<file path="config.mk">
export PLATFORM = sky130hd
export DESIGN_NAME = decoder_iinsn_load
export DESIGN_NICKNAME = d
export VERILOG_FILES = /design/src/rtl/decoder_iinsn_load.sv
export SDC_FILE = /design/constraint.sdc
export NUM_CORES = 1
export LEC_CHECK = 0
export ABC_CLOCK_PERIOD_IN_PS = 1200
export CAP_MARGIN = 20
export CORE_UTILIZATION = 20
export DETAILED_ROUTE_END_ITERATION = 10
export PLACE_DENSITY_LB_ADDON = 0.12
export SLEW_MARGIN = 0
export SYNTH_ARGS = -nofsm -noshare
export SYNTH_HDL_FRONTEND = slang
export SYNTH_SLANG_ARGS = --single-unit
</file>
<file path="constraint.sdc">
create_clock -name vclk -period 1.2
set_input_delay 0.18 -clock vclk [all_inputs]
set_output_delay 0.18 -clock vclk [all_outputs]
set_load 0.1 [all_outputs]
</file>
<file path="src/rtl/decoder_iinsn_load.sv">
`default_nettype none
// ============================================================================
// Module      : decoder_iinsn_load
// Description : Control decoder for RV32I I-type LOAD instructions.
//               Produces datapath selects, clock-phase strobes, register
//               addresses, the sign-extended immediate and the load width
//               and sign controls. Purely combinational: there is no state.
//               Strobes are gated by RST_N and by the current CLK phase.
// Revision    : 1.0 - initial release
// ============================================================================
module decoder_iinsn_load (
  input  logic        CLK,
  input  logic        RST_N,
  input  logic [31:0] INSN,
  output logic        sub_sra,
  output logic        addr_sel,
  output logic        pc_next_sel,
  output logic        pc_alu_sel,
  output logic        rd_clk,
  output logic        mem_clk,
  output logic [4:0]  rd_addr,
  output logic [4:0]  rs1_addr,
  output logic [31:0] imm,
  output logic [1:0]  ld_size,
  output logic        ld_unsigned,
  output logic        insn_valid,
  output logic        illegal
);

  localparam logic [6:0] c_opcode_load = 7'b0000011;

  logic [6:0] w_opcode;
  logic [2:0] w_funct3;
  logic       w_is_load;
  logic       w_funct3_legal;
  logic       w_valid;

  assign w_opcode = INSN[6:0];
  assign w_funct3 = INSN[14:12];
  assign w_is_load = (w_opcode == c_opcode_load);

  // Classify funct3: only LB, LH, LW, LBU and LHU exist for LOAD.
  always_comb begin
    w_funct3_legal = 1'b0;
    case (w_funct3)
      3'b000,
      3'b001,
      3'b010,
      3'b100,
      3'b101:  w_funct3_legal = 1'b1;
      default: w_funct3_legal = 1'b0;
    endcase
  end

  assign w_valid = w_is_load && w_funct3_legal;

  // Field extraction is unconditional so the register file and immediate
  // path can start early; reset does not hide these fields.
  always_comb begin
    rd_addr     = INSN[11:7];
    rs1_addr    = INSN[19:15];
    imm         = {{20{INSN[31]}}, INSN[31:20]};
    ld_size     = 2'b00;
    ld_unsigned = 1'b0;
    if (w_funct3_legal) begin
      ld_size     = INSN[13:12];
      ld_unsigned = INSN[14];
    end
  end

  // Strobes and selects: reset forces everything low immediately; a valid
  // load drives the address phase while CLK is low and writeback while high.
  always_comb begin
    sub_sra     = 1'b0;
    pc_next_sel = 1'b0;
    pc_alu_sel  = 1'b0;
    mem_clk     = 1'b0;
    addr_sel    = 1'b0;
    rd_clk      = 1'b0;
    insn_valid  = 1'b0;
    illegal     = 1'b0;
    if (RST_N) begin
      insn_valid = w_valid;
      illegal    = w_is_load && !w_funct3_legal;
      if (w_valid) begin
        addr_sel = ~CLK;
        rd_clk   = CLK;
      end
    end
  end

endmodule
`default_nettype wire

</file>
==> reports/results.txt, run 1 <==
global-route usage over all layers: 5.570%
flip-flop and latch area: 0 um2
minimum clock period after layout: 1.573 ns
Syn-to-layout area delta: 10.42%
top cells by area, synth: buf_4 (78%), nor4b_2 (3.4%), or4b_4 (3.1%), nor2b_1 (2.8%), nor4_2 (2.8%)
Setup WS post-layout: -0.3729 ns
DR vias: 227
Routed Antenna Nets: 0
WS Path Type: input port to output port
vias per cell: 3.547
M2 GR Usage: 9.589%
Final Cell Area: 490.5 um2
Seq/Total Area, Yosys: 0%
GRT overflow: 0
CORE AREA: 2022 um2
GRT Max-Usage Layer: met2
Post-route DRC: 0
RSZ-0062 raised after global routing: yes
post-synthesis cell count: 58
Final Instance Count excl. Fillers: 64
IO Pins: 87
most common cell in the synthesized netlist: buf_4
Die H: 49.13 um
1st-pass router iterations: 2
Synth cell types: 11
row count: 16
final hold viol count: 0
PD cells: 395.4 nW/um2
f_max: 635.8 MHz
first-pass GRT wire length: 1.097 mm
placed cell area: 486.7 um2
CP startpoint kind: input port
CP endpoint kind: output port
GRT met3 Usage: 2.492%
largest net degree at the start of global routing: 22
GPL Wtd Cong: 0.7091
die width: 49.13 um
Placed Cells: 64
Synth Warn #: 0
Hold Crit Start: INSN[20]
FF+latch count: 0
post-DP HPWL: 627.9 um
WL/cell: 11.70 um
largest area contributor in the netlist: buf_4
critical path required time: 1.02 ns
Filler cells: 218
Hold Crit Class: input port to output port
fin crit share: 131.1%
final core occ: 24.26%
Initial Util: 21.97%
crit-path max FO: 3
hold slack: 0.3600 ns
most common library cells after synthesis: buf_4 (46), nor2b_1 (2), nor3_1 (2)
Iteration-0 DRC Markers: 1
Ant. Diodes: 0
wirelength, routed: 749 um
maximum vdd drop: 0.1143 mV
Synth Cell Area: 444.2 um2
Clock Buffer Count: 0
die area: 2413 um2
share of layout cells above drive strength 1: 72.97%
status: finished, violations left
Setup-failing EPs final: 4
antenna violations before repair: 0
maxcap violations: 0
port bufs: 19
buffers inserted by post-CTS timing repair: 0
fin. max-slew vios: 0
Yosys top cell area share: 77.75%
met1 Usage GRT: 5.751%
Critical Path Source: INSN[2]
Arr. time, crit path: 1.39 ns
vias in the first global route: 225
nets: 73
P_leak: 0.0002020 uW
Avg Inst Size Synth: 7.658 um2
failing checks: setup timing
metrics by stage:
| step | power (uW) | setup WS, ns | TNS, ns |
|---|---|---|---|
| floorplan | 788.5 | -0.8724 | -2.852 |
| global placement | 195.8 | -0.7109 | -3.281 |
| detailed placement | 196.6 | -0.7415 | -3.358 |
| CTS | 189.6 | -0.4232 | -1.596 |
| global route | 201.1 | -0.4056 | -1.551 |
| finish | 193.9 | -0.3729 | -1.437 |
layout by cell type, fill, tap and decap left out:
| cell type | synthesis | layout |
|---|---|---|
| or4b_4 | 1 | 1 |
| clkdlybuf4s15_1 | 0 | 3 |
| clkbuf_2 | 0 | 1 |
| buf_6 | 0 | 6 |
| nor4b_4 | 0 | 1 |
| buf_2 | 0 | 2 |
| buf_12 | 0 | 7 |
| dlygate4sd2_1 | 0 | 1 |
| o21ai_0 | 1 | 1 |
| nor2b_2 | 0 | 2 |
| nor3_4 | 0 | 2 |
| o21a_4 | 0 | 1 |
| clkdlybuf4s50_1 | 0 | 1 |
| buf_4 | 46 | 1 |
| or4bb_4 | 0 | 1 |
| nor4_4 | 0 | 1 |
| nor3b_4 | 0 | 1 |
| conb_1 | 1 | 4 |
kinds of logic (layout without fill, tap and decap cells):
| logic type | Yosys count | count (layout) | synth area share [%] |
|---|---|---|---|
| AOI/OAI and AO/OA | 2 | 2 | 2.816 |
| buffers and inverters | 46 | 22 | 77.75 |
| and+or+nand+nor | 9 | 9 | 18.59 |
| other | 1 | 4 | 0.8443 |
worst paths after layout:
kind	to	slack, ns	cells after the start
worst min-delay path	imm[0]	0.36	0
worst max-delay path	rd_clk	-0.37	4
routing by layer:
layer | part of all wire [%] | vias up
met4 | 1.9 | 0
met5 | 0 | -
met1 | 30 | 102
li1 | - | 96
met3 | 20 | 6
met2 | 48 | 23
report_power, final:
group	leakage, uW	switching (uW)	internal (uW)
Sequential	0	0	0
Clock	0	0	0
Combinational	0.000202	126	67.6
critical path: stages:
cell	delay [ns]
buf_6	0.09
or4bb_4	0.58
nor4b_4	0.33
buf_12	0.21
what timing repair did:
action,CTS,global route
setup endpoints to repair,7,5
hold buffers,0,0
pin swaps,8,7
gates resized for setup,30,6
final cells by class:
class	count	area, um2	share of cell area [%]
Timing Repair Buffer	22	279.0	56.89
Multi-Input combinational cell	15	177.7	36.22
Tap cell	27	33.78	6.888
(Power assumes the default switching activity.)
==> run 2, diff against run 1 <==
--- a/config.mk
+++ b/config.mk
@@ -10,6 +10,7 @@
 export CORE_UTILIZATION = 20
 export DETAILED_ROUTE_END_ITERATION = 10
 export PLACE_DENSITY_LB_ADDON = 0.12
+export RECOVER_POWER = 50
 export SLEW_MARGIN = 0
 export SYNTH_ARGS = -nofsm -noshare
 export SYNTH_HDL_FRONTEND = slang
==> results of run 2 <==
Final layout, timing and power as in run 1 (identical DEF).
